`src/rtl/rr_arb_pkg.sv`:
```
// rr_arb_pkg: encodings, FSM state type and the round-robin pick helper
// shared by the rr_mux_arbiter block.
//   SEL_REQ0..SEL_REQ2 : mux select codes for requesters 0..2
//   SEL_IDLE           : select code that routes the all-zero input
//   state_t            : arbiter FSM states {IDLE, GRANT}
//   rr_pick()          : round-robin winner index from req and last winner
package rr_arb_pkg;

    localparam int NUM_REQ = 3;

    localparam logic [1:0] SEL_REQ0 = 2'b00;
    localparam logic [1:0] SEL_REQ1 = 2'b01;
    localparam logic [1:0] SEL_REQ2 = 2'b10;
    localparam logic [1:0] SEL_IDLE = 2'b11;

    typedef enum logic {
        IDLE  = 1'b0,
        GRANT = 1'b1
    } state_t;

    // Search starts at last+1 and wraps 2->0, so the previous winner is
    // checked last. Walking the offsets from far to near lets the nearest
    // requester overwrite any farther one. Returns last when req is zero;
    // callers only use the result when some request is present.
    function automatic logic [1:0] rr_pick(input logic [NUM_REQ-1:0] req,
                                           input logic [1:0]         last);
        logic [1:0] win;
        int         idx;
        win = last;
        for (int k = NUM_REQ; k >= 1; k--) begin
            idx = (int'(last) + k) % NUM_REQ;
            if (req[idx]) win = 2'(idx);
        end
        return win;
    endfunction

endpackage

```
`src/rtl/mux_4to1.sv`:
```
// mux_4to1: combinational 4-to-1 multiplexer.
//   a, b, c, d : WIDTH-bit inputs selected by sel = 00, 01, 10, 11
//   sel        : 2-bit select
//   y          : selected input
module mux_4to1 #(
    parameter int WIDTH = 32
) (
    input  logic [WIDTH-1:0] a,
    input  logic [WIDTH-1:0] b,
    input  logic [WIDTH-1:0] c,
    input  logic [WIDTH-1:0] d,
    input  logic [1:0]       sel,
    output logic [WIDTH-1:0] y
);

    always_comb begin
        case (sel)
            2'b00:   y = a;
            2'b01:   y = b;
            2'b10:   y = c;
            default: y = d;
        endcase
    end

endmodule

```
`src/rtl/rr_mux_arbiter.sv`:
```
// rr_mux_arbiter: round-robin arbiter sharing one WIDTH-bit port between
// three requesters by steering the select of a 4-to-1 mux. A grant is held
// until the shared resource pulses done; a pending request at that point is
// handed the port on the very next cycle.
//
// Optional feature (macro RR_MUX_ARBITER_TIMEOUT_EN): a grant held TIMEOUT
// cycles without done is released as if done had arrived, and timeout pulses
// for one cycle. Without the macro no hold counter exists and timeout is 0.
//
// Ports:
//   clk      : clock, all state on rising edge
//   rst_n    : synchronous active-low reset
//   req      : per-requester request, bit i = requester i
//   done     : end of current transaction, only looked at while busy
//   a, b, c  : payloads of requesters 0, 1, 2
//   gnt      : registered one-hot grant, zero when idle
//   sel      : registered mux select, 11 = idle
//   busy     : registered, high while a grant is held
//   data_out : combinational mux output, zero when sel = 11
//   timeout  : one-cycle pulse on forced release
module rr_mux_arbiter
    import rr_arb_pkg::*;
#(
    parameter int WIDTH   = 32,
    parameter int TIMEOUT = 16
) (
    input  logic               clk,
    input  logic               rst_n,
    input  logic [NUM_REQ-1:0] req,
    input  logic               done,
    input  logic [WIDTH-1:0]   a,
    input  logic [WIDTH-1:0]   b,
    input  logic [WIDTH-1:0]   c,
    output logic [NUM_REQ-1:0] gnt,
    output logic [1:0]         sel,
    output logic               busy,
    output logic [WIDTH-1:0]   data_out,
    output logic               timeout
);

    if (TIMEOUT < 2 || TIMEOUT > 255) begin : g_bad_timeout
        $error("rr_mux_arbiter: TIMEOUT must be in 2..255");
    end

    state_t             state;
    state_t             state_next;
    logic [1:0]         last;
    logic [1:0]         last_next;
    logic [1:0]         sel_next;
    logic [NUM_REQ-1:0] gnt_next;
    logic               busy_next;
    logic [1:0]         winner;
    logic               expire;
    logic               release_ev;
    logic               grab;

    assign winner     = rr_pick(req, last);
    assign release_ev = (state == GRANT) && (done || expire);
    // A new grant is issued from IDLE or on the release edge of a grant.
    assign grab       = ((state == IDLE) || release_ev) && (|req);

`ifdef RR_MUX_ARBITER_TIMEOUT_EN
    localparam int HOLD_W = $clog2(TIMEOUT + 1);

    logic [HOLD_W-1:0] hold_cnt;

    // done on the expiry cycle wins, so no timeout pulse in that case.
    assign expire = (state == GRANT) && !done &&
                    (hold_cnt == HOLD_W'(TIMEOUT - 1));

    always_ff @(posedge clk) begin
        if (!rst_n) begin
            hold_cnt <= '0;
            timeout  <= 1'b0;
        end else begin
            timeout <= expire;
            if (grab)
                hold_cnt <= '0;
            else if (state == GRANT && !release_ev)
                hold_cnt <= hold_cnt + 1'b1;
        end
    end
`else
    assign expire  = 1'b0;
    assign timeout = 1'b0;
`endif

    // State register together with the registered outputs.
    always_ff @(posedge clk) begin
        if (!rst_n) begin
            state <= IDLE;
            last  <= SEL_REQ2;
            sel   <= SEL_IDLE;
            gnt   <= '0;
            busy  <= 1'b0;
        end else begin
            state <= state_next;
            last  <= last_next;
            sel   <= sel_next;
            gnt   <= gnt_next;
            busy  <= busy_next;
        end
    end

    // Next-state logic.
    always_comb begin
        state_next = state;
        case (state)
            IDLE: begin
                if (|req) state_next = GRANT;
            end
            GRANT: begin
                if (release_ev && !(|req)) state_next = IDLE;
            end
            default: state_next = IDLE;
        endcase
    end

    // Next values of the registered outputs. The winner index doubles as
    // its select code because SEL_REQn == n.
    always_comb begin
        last_next = last;
        sel_next  = sel;
        gnt_next  = gnt;
        busy_next = busy;
        if (grab) begin
            last_next = winner;
            sel_next  = winner;
            gnt_next  = 3'b001 << winner;
            busy_next = 1'b1;
        end else if (release_ev) begin
            sel_next  = SEL_IDLE;
            gnt_next  = '0;
            busy_next = 1'b0;
        end
    end

    mux_4to1 #(
        .WIDTH (WIDTH)
    ) u_mux (
        .a   (a),
        .b   (b),
        .c   (c),
        .d   ('0),
        .sel (sel),
        .y   (data_out)
    );

endmodule

```
`config.mk`:
```
export PLATFORM = sky130hd
export DESIGN_NAME = rr_mux_arbiter
export DESIGN_NICKNAME = d
export VERILOG_FILES = /design/src/rtl/rr_arb_pkg.sv /design/src/rtl/mux_4to1.sv /design/src/rtl/rr_mux_arbiter.sv
export SDC_FILE = /design/constraint.sdc
export NUM_CORES = 1
export LEC_CHECK = 0
export CORE_AREA = 2 2 87 55
export CTS_CLUSTER_SIZE = 30
export DETAILED_ROUTE_END_ITERATION = 7
export DIE_AREA = 0 0 89 57
export PLACE_DENSITY_LB_ADDON = 0.3
export SLEW_MARGIN = 30
export SYNTH_ARGS = -nofsm -noshare
export SYNTH_HDL_FRONTEND = slang
export SYNTH_SLANG_ARGS = --single-unit
```
`constraint.sdc`:
```
create_clock -name clk -period 2.7 [get_ports clk]
set_input_delay 0.675 -clock clk [delete_from_list [all_inputs] [get_ports clk]]
set_output_delay 0.675 -clock clk [all_outputs]
set_load 0.02 [all_outputs]
```
==> impl_metrics.env <==
export IMPL_crit_chain="clkdlybuf4s50_1, mux2i_1, o21ai_0, clkdlybuf4s50_1"
export IMPL_track_usage_pct=20.1
export IMPL_arrival_ps=1980
export IMPL_path_clk_slew_ps=50
export IMPL_io_pins=141
export IMPL_skew_ps=2.67
export IMPL_setup_violations=0
export IMPL_start_util_pct=29.5
export IMPL_max_vdd_ir_drop_mv=0.566
export IMPL_routed_wirelength_um=5520
export IMPL_vias=1773
export IMPL_rows=19
export IMPL_cp_slowest_stage_delay_ps=650
export IMPL_synth_cells=182
export IMPL_seq_area_um2=181
export IMPL_area_growth_pct=122
export IMPL_avgViaCountPerCell=4.68
export IMPL_clock_sinks=9
export IMPL_grt_max_degree=35
export IMPL_synth_top_area_share_pct=26.4
export IMPL_crit_top_cell="clkdlybuf4s50_1"
export IMPL_power_frac_clock_pct=7.9
export IMPL_synth_flop_cell="dfxtp_1"
export IMPL_hp_class="flop to flop"
export IMPL_drv_slew=0
export IMPL_synth_top_area_cell="mux2i_1"
export IMPL_hpwlAfterDp_um=4410
export IMPL_wl_per_cell_um=14.6
export IMPL_first_pass_iters=4
export IMPL_p_leak_nw=1.54
export IMPL_ctsRootBufferMaster="clkbuf_8"
export IMPL_cap_viol_max_count=0
export IMPL_clk_latency_ps=230
export IMPL_placed_cell_area_um2=2760
export IMPL_drive_above_1_share_pct=5.06
export IMPL_antenna_found_initial=0
export IMPL_sw_frac_of_total_pct=46.2
export IMPL_p_seq_share_pct=11.6
export IMPL_drt_initial_drc_count=38
export IMPL_start_kind="input port"
export IMPL_synthesis_nets=288
export IMPL_p_sw_mw=0.923
export IMPL_end_kind="primary output"
export IMPL_cts_buffer_depth=2
export IMPL_cts_buffers=3
export IMPL_required_ps=2030
export IMPL_cp_max_fo=1
export IMPL_grt_overflow=0
export IMPL_fill_cells=394
export IMPL_n_antenna_cell=0
export IMPL_hold_slack_ps=462
export IMPL_cp_slowest_cell="clkdlybuf4s50_1"
export IMPL_drc=0
export IMPL_die_area_um2=5070
export IMPL_synth_area_leaders="mux2i_1, dfxtp_1, o21ai_0, nand2_1, ha_1"
export IMPL_power_frac_comb_pct=80.5
export IMPL_hold_viol=0
export IMPL_outcome="finished, final reports clean"
export IMPL_grt_pass1_vias=1622
export IMPL_worstSetupPathType="input port to primary output"
export IMPL_multi_input_area_um2=1030
export IMPL_synth_edf_count=0
export IMPL_core_um2=4370
export IMPL_syn_area_um2=1290
export IMPL_setup_ws_ps=43.6
export IMPL_cts_tree="done"
export IMPL_gp_congestion=0.820
export IMPL_yosysWarnings=0
export IMPL_yosysSeqAreaShare_pct=14.0
export IMPL_portBuffers=139
export IMPL_die_h_um=57
export IMPL_final_cell_mix="clkdlybuf4s50_1, nand2_1, o21ai_0"
export IMPL_synth_area_per_cell_um2=7.09
export IMPL_nets=423
export IMPL_synth_seq_cells=9
export IMPL_die_x_um=89
export IMPL_grt_pass1_wl_um=8030
export IMPL_p_per_area_nw_per_um2=699
export IMPL_holdBufCountCts=0
export IMPL_place_ws_ps=9.91
export IMPL_total_power_mw=2.00
export IMPL_final_min_clock_period_ps=2660
export IMPL_layout_commonest_cell="clkdlybuf4s50_1"
export IMPL_layout_worst_path_cycle_share_pct=98.4
export IMPL_htreeDepth=1
export IMPL_ys_async_sr_fraction_pct=0
export IMPL_ant_nets=0
export IMPL_fin_area_um2=2860
export IMPL_fmax_ghz=0.376
export IMPL_synth_cell_types=35
export IMPL_internal_power_mw=1.08
[state kept, by name, summed over array words and instances, names as in the netlist]
name and cells:
busy 1, gnt 3, last 2, sel 2, state 1
[critical path: cells and delay by family]
kind | cells | cell delay (ps)
buffers and inverters | 2 | 1110
AOI/OAI and AO/OA | 1 | 140
muxes | 1 | 60
[power by group through the flow]
stage                     logic [mW]  registers [mW]  clock network, mW
after global routing            1.72           0.243              0.169
after detailed placement        1.64           0.236                  0
final                           1.61           0.232              0.158
after floorplan                0.903           0.243                  0
after global placement          1.62           0.236                  0
after CTS                       1.64           0.234              0.161
[layer usage]
| metal | up-vias | share of wire (%) | global-route usage (%) |
|---|---|---|---|
| met4 | 0 | 1.6 | 3.62 |
| li1 | 905 | - | - |
| met1 | 774 | 44 | 26.9 |
| met3 | 10 | 11 | 6.95 |
| met2 | 84 | 44 | 32.0 |
| met5 | - | 0 | 0 |
[cells by family after synthesis]
| kind of cell | synth area share [%] |
|---|---|
| flip-flops | 14.0 |
| AO/OA/AOI/OAI | 27.2 |
| other | 0.291 |
| adder cells (fa/ha/maj) | 3.88 |
| buffers and inverters | 6.21 |
| AND/OR/NAND/NOR | 22.1 |
| multiplexers | 26.4 |
[synth_stat cells (3+ instances only)]
master and count:
a21oi_1 4, buf_2 4, clkbuf_1 8, dfxtp_1 9
ha_1 4, inv_1 6, mux2i_1 34, nand2_1 38
nand2b_1 3, nor2_1 6, nor2b_1 4, o21ai_0 35
[worst paths after layout]
check / endpoint / cells after the start / start / slack, ps
hold reg to reg: gnt[1]$_SDFFE_PN0P_ / 2 / gnt[1]$_SDFFE_PN0P_ / 460
hold / removal: gnt[1]$_SDFFE_PN0P_ / 2 / gnt[1]$_SDFFE_PN0P_ / 460
setup / recovery: data_out[20] / 4 / b[20] / 40
setup reg to reg: gnt[1]$_SDFFE_PN0P_ / 7 / last[0]$_SDFFE_PN0P_ / 700
[final cells by class]
class	count	share of cell area, %
Timing Repair Buffer	143	52.5
Multi-Input combinational cell	154	36.1
Sequential cell	9	6.34
Tap cell	63	2.75
Clock buffer	4	1.57
Inverter	6	0.787
[stage by stage]
step	utilization, %	std cells	TNS [ps]
after detailed placement	63.1	375	0
final	65.4	379	0
after global placement	63.1	375	0
after CTS	64.2	379	0
after global routing	65.4	379	-9.84
after floorplan	-	182	0
[timing repair]
action / 4_1_cts / 5_1_grt
gates resized for setup: 0 / 22
buffers inserted: 0 / 0
endpoints found under the setup margin: 0 / 22
(Power assumes the default switching activity.)
